[src/rtl/rcc_test_cfg_loader.sv]
// Serial loader for the RCC test-mode clock configuration word.
// Optional even-parity frame bit: define RCC_TCFG_PARITY_EN.
module rcc_test_cfg_loader #(
  parameter int CFG_W = 72,
  parameter int CNT_W = 7
) (
  input  logic             clk,
  input  logic             rst_n,
  input  logic             atspeed_mode,
  input  logic             cfg_sen,
  input  logic             cfg_sdi,
  input  logic             cfg_cap,
  input  logic             cfg_upd,
  output logic             cfg_sdo,
  output logic             cfg_busy,
  output logic             cfg_err,
  output logic             cfg_done,
  output logic [CFG_W-1:0] test_cfg
);

`ifdef RCC_TCFG_PARITY_EN
  localparam int SR_W = CFG_W + 1;
`else
  localparam int SR_W = CFG_W;
`endif

  localparam logic [CNT_W-1:0] CNT_FULL = CNT_W'(SR_W);
  localparam logic [CNT_W-1:0] CNT_SAT  = CNT_W'(SR_W + 1);

  localparam logic [1:0] IDLE  = 2'd0;
  localparam logic [1:0] SHIFT = 2'd1;
  localparam logic [1:0] CHECK = 2'd2;
  localparam logic [1:0] PEND  = 2'd3;

  logic [1:0]       state_q, state_d;
  logic [SR_W-1:0]  sr_q, sr_d;
  logic [CNT_W-1:0] cnt_q, cnt_d;
  logic [CFG_W-1:0] cfg_q, cfg_d;
  logic             err_q, err_d;
  logic             done_q, done_d;

  logic [SR_W-1:0]  sr_shift;
  logic [SR_W-1:0]  cap_img;
  logic [CNT_W-1:0] cnt_inc;
  logic             par_ok;

  assign sr_shift = {cfg_sdi, sr_q[SR_W-1:1]};
  assign cnt_inc  = (cnt_q == CNT_SAT) ? cnt_q : cnt_q + 1'b1;

`ifdef RCC_TCFG_PARITY_EN
  assign cap_img = {^cfg_q, cfg_q};
  assign par_ok  = (^sr_q) == 1'b0;
`else
  assign cap_img = cfg_q;
  assign par_ok  = 1'b1;
`endif

  always_comb begin
    state_d = state_q;
    sr_d    = sr_q;
    cnt_d   = cnt_q;
    cfg_d   = cfg_q;
    err_d   = err_q;
    done_d  = 1'b0;
    unique case (1'b1)
      (state_q == IDLE): begin
        if (cfg_cap) begin
          sr_d  = cap_img;
          cnt_d = '0;
        end else if (cfg_upd) begin
          err_d = 1'b1;
          cnt_d = '0;
        end else if (cfg_sen) begin
          sr_d    = sr_shift;
          cnt_d   = cnt_inc;
          state_d = SHIFT;
        end
      end
      (state_q == SHIFT): begin
        if (cfg_cap) begin
          sr_d    = cap_img;
          cnt_d   = '0;
          state_d = IDLE;
        end else if (cfg_upd) begin
          state_d = CHECK;
        end else if (cfg_sen) begin
          sr_d  = sr_shift;
          cnt_d = cnt_inc;
        end
      end
      (state_q == CHECK): begin
        if (cnt_q == CNT_FULL && par_ok) begin
          state_d = PEND;
        end else begin
          err_d   = 1'b1;
          cnt_d   = '0;
          state_d = IDLE;
        end
      end
      // Held here through at-speed capture so the muxed config stays put
      (state_q == PEND): begin
        if (!atspeed_mode) begin
          cfg_d   = sr_q[CFG_W-1:0];
          done_d  = 1'b1;
          err_d   = 1'b0;
          cnt_d   = '0;
          state_d = IDLE;
        end
      end
      default: state_d = IDLE;
    endcase
  end

  always_ff @(posedge clk or negedge rst_n) begin
    if (!rst_n) begin
      state_q <= IDLE;
      sr_q    <= '0;
      cnt_q   <= '0;
      cfg_q   <= '0;
      err_q   <= 1'b0;
      done_q  <= 1'b0;
    end else begin
      state_q <= state_d;
      sr_q    <= sr_d;
      cnt_q   <= cnt_d;
      cfg_q   <= cfg_d;
      err_q   <= err_d;
      done_q  <= done_d;
    end
  end

  assign cfg_sdo  = sr_q[0];
  assign cfg_busy = (state_q == PEND);
  assign cfg_err  = err_q;
  assign cfg_done = done_q;
  assign test_cfg = cfg_q;

endmodule

[config.mk]
export PLATFORM = sky130hd
export DESIGN_NAME = rcc_test_cfg_loader
export DESIGN_NICKNAME = d
export VERILOG_FILES = /design/src/rtl/rcc_test_cfg_loader.sv
export SDC_FILE = /design/constraint.sdc
export NUM_CORES = 1
export LEC_CHECK = 0
export ABC_CLOCK_PERIOD_IN_PS = 1800
export CORE_MARGIN = 10
export CORE_UTILIZATION = 40
export DETAILED_ROUTE_END_ITERATION = 16
export PLACE_DENSITY = 0.73
export SYNTH_ARGS = -nofsm -noshare
export SYNTH_HDL_FRONTEND = slang
export SYNTH_SLANG_ARGS = --single-unit
[constraint.sdc]
create_clock -name clk -period 1.8 [get_ports clk]
set_input_delay 0.36 -clock clk [delete_from_list [all_inputs] [get_ports clk]]
set_output_delay 0.36 -clock clk [all_outputs]
set_load 0.03 [all_outputs]
==> reports/results.txt <==
Port bufs -> 82
Synthesized area -> 0.00677 mm²
Gp weighted congestion -> 0.787
Period minus WS final -> 1.72 ns
CTS tree -> done
Leakage power -> 0.00429 µW
Chip height -> 150 µm
Share of layout cells above drive strength 1 -> 0.200
Seq/Total Area, Yosys -> 0.573
R2R Path Start -> state_q[1]
Die width -> 150 µm
Die footprint -> 0.0225 mm²
Outcome -> finished clean
Sequential cell area -> 0.00388 mm²
Top Family by Delay on Critical Path -> flip-flops
GRT Residual Overflow -> 0
Row count -> 47
Initial antenna violation count -> 0
Synth Register Bits -> 155
ANT cells -> 0
Root Driver -> clkbuf_16
Clk Latency, worst-skew pair -> 0.42 ns
Asr flop ratio synth -> 1.00
Distinct cells, synth -> 40
Worst path arrival time -> 1.36 ns
Routed Wire Length -> 14200 µm
PwrDens -> 1090 mW/mm²
Cells after DPL -> 840
First-pass GRT wire length -> 23400 µm
GRT Total Usage -> 0.130
CP max stage delay -> 0.40 ns
Largest net degree at the start of global routing -> 75
DRC viols -> 0
# IOs -> 83
WL per Instance -> 16.3 µm
Final hold vios -> 0
Area of the multi-input gates -> 0.00270 mm²
Vias in the first global route -> 4590
CP endpoint kind -> output port
VDD IR max -> 0.750 mV
XOR/XNOR share of the synthesized area -> 0
Critical Path RT -> 1.44 ns
Synthesized instance count -> 557
CP Class -> register to output port
Complex-gate fraction of the synthesized area -> 0.0774
Slew headroom -> 0.741
Clk_skew -> 0.00929 ns
Kind of start point of the critical path -> register
Top FF cell, synth -> dfrtp_1
First-pass iteration count of the detailed router -> 4
Vias -> 4435
Final Non-Filler Cells -> 874
Clk slew on worst S/H paths -> 0.06 ns
Nets -> 656
Slowest cell on crit path -> dfrtp_1
Post-Syn Nets -> 572
Post-layout util -> 0.510
Max Slew Vio Count -> 0
Worst-margin pin slew -> 0.389 ns
Cts bufs inserted -> 17
Post-route ant nets -> 0
# fillers -> 1458
Share of the synthesized area in the top cell type -> 0.573
Post-synth EDFFs -> 0
Area Growth Syn to Fin -> 25.0%
Yosys top cell by area -> dfrtp_1
Final setup vio count -> 0
Synth Area in Simple Gates -> 0.0767
Initial Util -> 0.408
Longest Clk Path Bufs -> 2
Critical path cell sequence -> ha_1 > buf_4 > buf_12
RSZ-0062 raised after global routing -> false
Crit path launch -> state_q[0]
Post-synthesis mux area share -> 0.226
Syn Area/Cell -> 12.2 µm²
Setup tns final -> 0 ns
Crit path max fanout -> 5
CP bufs+invs -> 2
Max_cap viols -> 0
Main combinational cell family by area after synthesis -> multiplexers
Final period utilization -> 0.957
Area contributors post-synth -> dfrtp_1 (57%), mux2_2 (12%), mux2i_1 (11%)
Synth Area in Adders -> 0.0148
Initial DRC Count -> 214
Synth Warn # -> 0
Core area -> 0.0166 mm²
Post-DP HPWL -> 9460 µm
Via-to-Cell Ratio -> 5.07
Fmax -> 580 MHz
Clock Sinks -> 155
H-Tree Depth -> 4
Hold Crit Class -> input pin to async pin
metrics by stage:
| stage | power, µW | worst slack [ns] | hold WS, ns | area, µm² |
|---|---|---|---|---|
| after detailed placement | 5620 | -0.153 | 0.203 | 7920 |
| after global placement | 5540 | -0.110 | 0.201 | 7920 |
| final | 9210 | 0.0768 | 0.333 | 8460 |
| after floorplan | 5030 | 0.00318 | 0.0644 | 6770 |
| after global routing | 9700 | 0.00788 | 0.337 | 8460 |
| after CTS | 9300 | 0.0548 | 0.325 | 8440 |
where the power goes:
part	switching (µW)	leakage, µW	internal [µW]
combinational	1130	0.00185	625
clock	1440	0.000290	2230
sequential	137	0.00215	3640
final cells by class:
class                           count  share of cell area
Multi-Input combinational cell    360               0.319
Tap cell                          220              0.0325
Clock inverter                     13              0.0197
Clock buffer                       19              0.0523
Inverter                            8             0.00355
Sequential cell                   155               0.458
Timing Repair Buffer               99               0.114
logic make-up (layout without fill, tap and decap cells):
| logic type | Yosys count | in the layout |
|---|---|---|
| buffers and inverters | 42 | 139 |
| multiplexers | 144 | 144 |
| adder cells (fa/ha/maj) | 8 | 8 |
| AND/OR/NAND/NOR | 113 | 113 |
| AO/OA/AOI/OAI | 95 | 95 |
| flip-flops | 155 | 155 |
sequential cells by signal (all words and copies together) (netlist names):
| name | cells |
|---|---|
| cfg_done | 1 |
| cfg_err | 1 |
| cnt_q | 7 |
| sr_q | 72 |
| state_q | 2 |
| test_cfg | 72 |
final timing paths:
path | endpoint | slack (ns) | depth (start not counted)
min in group clk | cfg_err | 0.47 | 4
worst min register to register | sr_q[7] | 0.50 | 2
max in group asynchronous | test_cfg[54] | 0.85 | 3
worst max register to register | cnt_q[5] | 0.18 | 6
worst min-delay path | cnt_q[1] | 0.33 | 2
worst max-delay path | cfg_busy | 0.08 | 3
synthesized netlist by cell type, drive strengths merged, types with 4 or more instances:
| cell | n |
|---|---|
| inv | 8 |
| o21ai | 77 |
| mux2 | 72 |
| nand4 | 8 |
| nor2 | 4 |
| nand2 | 75 |
| buf | 25 |
| clkbuf | 9 |
| nand2b | 5 |
| nand3 | 6 |
| dfrtp | 155 |
| a21oi | 5 |
| ha | 8 |
| mux2i | 72 |
layer usage:
metal,wire length (µm),GRT usage,vias up
met2,6860,0.206,72
met1,6390,0.161,2215
met3,696,0.0393,17
li1,-,-,2131
met4,265,0.0578,0
met5,0,0,-
what timing repair did:
item | CTS | global route
hold buffers | 1 | 0
buffers inserted | 0 | 1
hold endpoints to repair | 13 | 0
setup endpoints to repair | 75 | 4
gates resized for setup | 75 | 2
cell usage in the layout, fill, tap and decap left out, types with 4 or more instances in the layout:
master,instances
clkbuf_16,17
inv_1,8
nand4_1,8
nand2b_1,5
ha_1,7
buf_4,9
o21ai_0,63
nand3_1,6
buf_12,9
nand2_1,75
dlygate4sd2_1,75
nor2_1,4
o21ai_1,14
mux2i_1,72
clkdlybuf4s50_1,4
a21oi_1,4
mux2_2,72
dfrtp_1,155
(Power assumes the default switching activity.)
